## src/rtl/full_adder_16_pkg.sv

```systemverilog
// Shared types for the 16-bit ripple adder and its result register.
package full_adder_16_pkg;

    localparam int DEFAULT_WIDTH = 16;

    typedef logic [DEFAULT_WIDTH-1:0] word_t;

    // Registered adder result: sum plus the two flags that travel with it.
    typedef struct packed {
        word_t sum;
        logic  cout;
        logic  ovf;
    } result_t;

endpackage

```

## src/rtl/full_adder_bit.sv

```systemverilog
// One-bit full-adder cell; the building block of the ripple chain.
module full_adder_bit (
    input  logic a,
    input  logic b,
    input  logic cin,
    output logic s,
    output logic cout
);

    logic p;

    // Propagate term shared by the sum and the carry.
    assign p    = a ^ b;
    assign s    = p ^ cin;
    assign cout = (a & b) | (cin & p);

endmodule

```

## src/rtl/full_adder_16.sv

```systemverilog
// Ripple-carry adder with a combinational sum path and a one-cycle
// registered result stage that captures sum/carry/overflow on in_valid.
module full_adder_16
    import full_adder_16_pkg::*;
#(
    parameter int WIDTH = DEFAULT_WIDTH
) (
    input  logic             clk,
    input  logic             rst_n,
    input  logic [WIDTH-1:0] a,
    input  logic [WIDTH-1:0] b,
    input  logic             cin,
    input  logic             in_valid,
    output logic [WIDTH-1:0] s,
    output logic             cout,
    output logic             ovf,
    output logic [WIDTH-1:0] s_q,
    output logic             cout_q,
    output logic             ovf_q,
    output logic             out_valid
);

    // c[i] is the carry into bit i; c[WIDTH] is the carry out of the MSB.
    logic [WIDTH:0] c;
    logic           vld_q;

    assign c[0] = cin;

    // Ripple chain: one full-adder cell per bit.
    for (genvar i = 0; i < WIDTH; i++) begin : g_bit
        full_adder_bit u_fa (
            .a    (a[i]),
            .b    (b[i]),
            .cin  (c[i]),
            .s    (s[i]),
            .cout (c[i+1])
        );
    end

    assign cout = c[WIDTH];
    // Signed overflow: carry into the MSB disagrees with carry out of it.
    assign ovf  = c[WIDTH-1] ^ c[WIDTH];

    // Valid flag follows in_valid by one cycle; cleared at once by reset.
    always_ff @(posedge clk or negedge rst_n) begin
        if (!rst_n) vld_q <= 1'b0;
        else        vld_q <= in_valid;
    end

    assign out_valid = vld_q;

    if (WIDTH == DEFAULT_WIDTH) begin : g_res16
        result_t r_q;

        // Capture the combinational result on in_valid, hold otherwise.
        always_ff @(posedge clk or negedge rst_n) begin
            if (!rst_n)        r_q <= '0;
            else if (in_valid) r_q <= '{sum: s, cout: cout, ovf: ovf};
        end

        assign s_q    = r_q.sum;
        assign cout_q = r_q.cout;
        assign ovf_q  = r_q.ovf;
    end else begin : g_resn
        // Non-default widths cannot use the fixed-width package struct.
        logic [WIDTH+1:0] r_q;

        // Capture the combinational result on in_valid, hold otherwise.
        always_ff @(posedge clk or negedge rst_n) begin
            if (!rst_n)        r_q <= '0;
            else if (in_valid) r_q <= {s, cout, ovf};
        end

        assign s_q    = r_q[WIDTH+1:2];
        assign cout_q = r_q[1];
        assign ovf_q  = r_q[0];
    end

endmodule

```

## config.mk

```make
export PLATFORM = sky130hd
export DESIGN_NAME = full_adder_16
export DESIGN_NICKNAME = d
export VERILOG_FILES = /design/src/rtl/full_adder_16_pkg.sv /design/src/rtl/full_adder_bit.sv /design/src/rtl/full_adder_16.sv
export SDC_FILE = /design/constraint.sdc
export NUM_CORES = 1
export LEC_CHECK = 0
export ABC_CLOCK_PERIOD_IN_PS = 11700
export BUFFER_PORTS_ARGS = -buffer_cell sky130_fd_sc_hd__buf_2
export CAP_MARGIN = 20
export CELL_PAD_IN_SITES_DETAIL_PLACEMENT = 0
export CELL_PAD_IN_SITES_GLOBAL_PLACEMENT = 2
export CORE_MARGIN = 5
export CORE_UTILIZATION = 26
export DETAILED_ROUTE_END_ITERATION = 8
export GPL_ROUTABILITY_DRIVEN = 0
export PLACE_DENSITY_LB_ADDON = 0.15
export SKIP_CTS_REPAIR_TIMING = 1
export SYNTH_ARGS = -nofsm -noshare
export SYNTH_HDL_FRONTEND = slang
export SYNTH_SLANG_ARGS = --single-unit
```

## constraint.sdc

```tcl
create_clock -name clk -period 11.7 [get_ports clk]
set_input_delay 2.34 -clock clk [delete_from_list [all_inputs] [get_ports clk]]
set_output_delay 2.34 -clock clk [all_outputs]
set_load 0.01 [all_outputs]
```

# ---- Word-level counts from Yosys, hierarchy flattened
# Index checks and enable logic that the tools add are counted.
# W data, S select, Z words.
dict set report word_totals {
  elab_cells 85
  out_inout_bits 37
  register_bits 19
  inputBits 36
}
dict set report classes {
  n_bitwise 81
}
# cell n
set op_table {}
lappend op_table {{$xor A1 B1 Y1} 33}
lappend op_table {{$and A1 B1 Y1} 32}
lappend op_table {{$or A1 B1 Y1} 16}

# ---- Depth between registers and ports, before layout
dict set report logic_depth {
  depth_word 34
  depth_mapped 21
  depth_no_buf 21
}

# ---- Hierarchy
# From an unflattened synthesis, not the netlist that was laid out.
dict set report unflattened {
  cells_unflattened 56
  area_unflattened_um2 1076.0
}
# mod area_each_um2 seq_area_each_um2 cells_each n_inst
set modules_own_cells {}
lappend modules_own_cells {full_adder_16 755.7 475.5 40 1}
lappend modules_own_cells {full_adder_bit 20.0 0.0 1 16}

# ---- Worst setup path after synthesis
# Ideal clock, no wire load.
dict set report synth_timing {
  path_type {input-to-output}
  startpoint {in a[0]}
  endpoint {out s[15]}
  n_path_buf 1
  arrival_time_ns 8.578
  setup_slack_ns 0.782
  required_ns 9.360
  path_stages 21
  cell_sequence {fa_1 -> fa_1 -> fa_1 -> fa_1 -> fa_1 -> fa_1 -> fa_1 -> fa_1 -> fa_1 -> fa_1 -> fa_1 -> fa_1 -> fa_1 -> inv_1 -> fa_1 -> inv_1 -> fa_1 -> inv_1 -> fa_1 -> inv_1 -> buf_4}
}
dict set report synth_between {
  elab_chain_len 32
  word_cells_on_any_way 33
  classes_between {33 x bitwise}
}
# element line_no
set synth_rtl {}
lappend synth_rtl {{start: declaration} full_adder_16.sv:10} ;# input logic [WIDTH-1:0] a,
lappend synth_rtl {{$xor A1 B1 Y1} full_adder_bit.sv:13} ;# assign p = a ^ b;
lappend synth_rtl {{$and A1 B1 Y1} full_adder_bit.sv:15} ;# assign cout = (a & b) | (cin & p);
lappend synth_rtl {{$or A1 B1 Y1 (*)} full_adder_bit.sv:15}
lappend synth_rtl {{$and A1 B1 Y1 (*)} full_adder_bit.sv:15}
lappend synth_rtl {{$or A1 B1 Y1 (*)} full_adder_bit.sv:15}
lappend synth_rtl {{$and A1 B1 Y1 (*)} full_adder_bit.sv:15}
lappend synth_rtl {{$or A1 B1 Y1 (*)} full_adder_bit.sv:15}
lappend synth_rtl {{$and A1 B1 Y1 (*)} full_adder_bit.sv:15}
lappend synth_rtl {{[... 16 more ...]} --}
lappend synth_rtl {{$or A1 B1 Y1 (*)} full_adder_bit.sv:15}
lappend synth_rtl {{$and A1 B1 Y1 (*)} full_adder_bit.sv:15}
lappend synth_rtl {{$or A1 B1 Y1 (*)} full_adder_bit.sv:15}
lappend synth_rtl {{$and A1 B1 Y1 (*)} full_adder_bit.sv:15}
lappend synth_rtl {{$or A1 B1 Y1 (*)} full_adder_bit.sv:15}
lappend synth_rtl {{$and A1 B1 Y1 (*)} full_adder_bit.sv:15}
lappend synth_rtl {{$or A1 B1 Y1 (*)} full_adder_bit.sv:15}
lappend synth_rtl {{$xor A1 B1 Y1 (*)} full_adder_bit.sv:14} ;# assign s = p ^ cin;
lappend synth_rtl {{end: declaration} full_adder_16.sv:14} ;# output logic [WIDTH-1:0] s,
# Mark *: on every way between the ends. The rest lies on a longest branch, timed or not.

# ---- Final worst setup path
# Same ends and word-level chain as after synthesis.

==> impl_metrics.ini <==
[clock_network]
cts.sinks = 19
path_clk_slew_ps = 70
cts-root-buf = clkbuf_8
htreeDepth = 1
clk_latency_ps = 250
clockBufferDepth = 2
cts-buffers-inserted = 3
cts_tree = built

[pwr]
p_per_area_nw_per_um2 = 144
irDropWorstVdd_uv = 42.0
netSwitchingPower_uw = 72.3
combPwrFrac = 0.398
internal_power_uw = 150
clkPwrFrac = 0.207
swShare = 0.325
p_leak_nw = 0.804
seqPwrFrac = 0.395

[floorplanning]
fp-row-count = 25
num_io_pins = 73
die_y_um = 78.6
start_util = 0.263
die-area_sq_um = 6180
die_w_um = 78.6
fp.coreArea_sq_um = 4660

[timing]
fin_tns_setup_ps = 0
hold_violations = 0
max_freq_ghz = 0.0887
setup_slack_ps = 429
rsz0062_at_grt = no
slew_headroom = 0.634
finalCritPeriodShare = 0.963
worst_slew_pin_slew_ps = 549
fin_skew_ps = 0
slew_violations = 0
period_minus_slack_ps = 11270
setup_viol = 0

[final_layout]
layout_common_cells = buf_2 (72), dfrtp_1 (19), fa_1 (16), inv_1 (10), mux2_2 (9)
fin_cells = 195
final_common_cell = buf_2
insertedDiodeCount = 0
area_growth_syn_to_layout_pct = 26.3
drive_above_1_share = 0.652
fin_nets = 194

[placement]
dp_worst_setup_slack_ps = 380
dp.cells = 191
port_buffers = 72

[worst_setup_path]
cp.arrival_ps = 8930
crit_fanout = 2
endpoint_kind = output pin
crit_start = a[0]
startpoint_type = primary input
setup.worst_path.class = primary input to output pin
r2r_start = s_q[9]$_DFFE_PN0P_
cp.required_ps = 9360

[routing]
wl_per_cell_um = 13.6
drc_errors = 0
drt_iter0_drc = 9
vias = 786
ant_nets = 0
viasPerCell = 4.03
routed_wl_um = 2640
first_pass_iters = 2

[global_route]
grt_pass1_vias = 919
grt_pass1_wl_um = 4300
grt_usage = 0.0874
antenna_found_initial = 0
grt_max_degree = 21
grt-ovfl-total = 0

[hold_path]
hold_class = flip-flop to flip-flop
hp-start = s_q[12]$_DFFE_PN0P_

[yosys]
yosysSeqAreaShare = 0.389
synth_cell_types = 11
ys_seq_elements = 19
synth_fp_nets = 135
synth_cells = 83
yosys_warnings = 0
synth_area_sq_um = 1220
postSynthAreaPerCell_sq_um = 14.7

[flow_run]
max-cap-violations = 0

[outcome]
outcome = completed
## worst max-delay path, cell delays in order
cell and delay [ps]:
buf_2 110, fa_1 430, fa_1 390, fa_1 390
fa_1 390, fa_1 380, fa_1 380, fa_1 390
fa_1 390, fa_1 380, fa_1 400, fa_1 400
fa_1 390, fa_1 380, inv_1 80, fa_1 150
inv_1 50, fa_1 410, inv_1 90, fa_1 400
inv_1 70, buf_2 130
## sequential cells by signal, summed over array words and instances (netlist names)
name / count
cout_q: 1
out_valid: 1
ovf_q: 1
s_q: 16
## metal layers
| layer | GRT usage | routed length, um |
|---|---|---|
| met4 | 0.0385 | 21 |
| met1 | 0.0943 | 999 |
| met3 | 0.0344 | 255 |
| met2 | 0.150 | 1370 |
| met5 | 0 | 0 |
## synthesized netlist by cell type
cell type | number | area [sq um]
fa_1 | 16 | 320
mux2_2 | 9 | 101
buf_12 | 1 | 20.0
nor2_1 | 1 | 3.75
dfrtp_1 | 19 | 475
a21oi_1 | 1 | 5.00
mux2_4 | 8 | 120
buf_4 | 16 | 120
inv_1 | 10 | 37.5
xnor2_1 | 1 | 8.76
buf_6 | 1 | 11.3
## per-stage QoR
stage	cell area, sq um	hold WS (ps)	util	total power, mW
6_report	1550	502	0.332	0.223
5_1_grt	1550	522	0.332	0.241
4_1_cts	1550	508	0.332	0.228
3_5_place_dp	1500	491	0.322	0.180
3_3_place_gp	1500	485	0.322	0.180
2_1_floorplan	1220	551	-	0.153
## path summary, 6_finish.rpt
check / end / slack [ps] / depth (start not counted)
hold reg to reg: s_q[12]$_DFFE_PN0P_ / 500 / 1
hold / removal: s_q[12]$_DFFE_PN0P_ / 500 / 1
setup reg to reg: s_q[9]$_DFFE_PN0P_ / 10940 / 1
setup / recovery: s[15] / 430 / 22
max in group asynchronous: s_q[2]$_DFFE_PN0P_ / 9350 / 1
min in group asynchronous: s_q[12]$_DFFE_PN0P_ / 2030 / 1
## cells by family after synthesis
kind of cell / Yosys count / synth area share
buffers and inverters: 28 / 0.154
multiplexers: 17 / 0.181
flip-flops: 19 / 0.389
adder cells (fa/ha/maj): 16 / 0.262
AND/OR/NAND/NOR: 1 / 0.00306
XOR/XNOR: 1 / 0.00716
AO/OA/AOI/OAI: 1 / 0.00409
## final cells by class
class / instances / area [sq um]
fillers: 496 / 3120
multi-input cells: 36 / 559
flip-flops and latches: 19 / 475
repair buffers: 72 / 360
well taps: 54 / 67.6
clock buffers: 4 / 45.0
inverters: 10 / 37.5
## power by group through the flow
stage	clock, mW	sequential [mW]	combinational (mW)
floorplan	0	0.0963	0.0566
global placement	0	0.0885	0.0912
detailed placement	0	0.0891	0.0913
CTS	0.0490	0.0880	0.0914
global route	0.0518	0.0904	0.0984
finish	0.0462	0.0879	0.0886
Power figures use the tool's default switching activity.
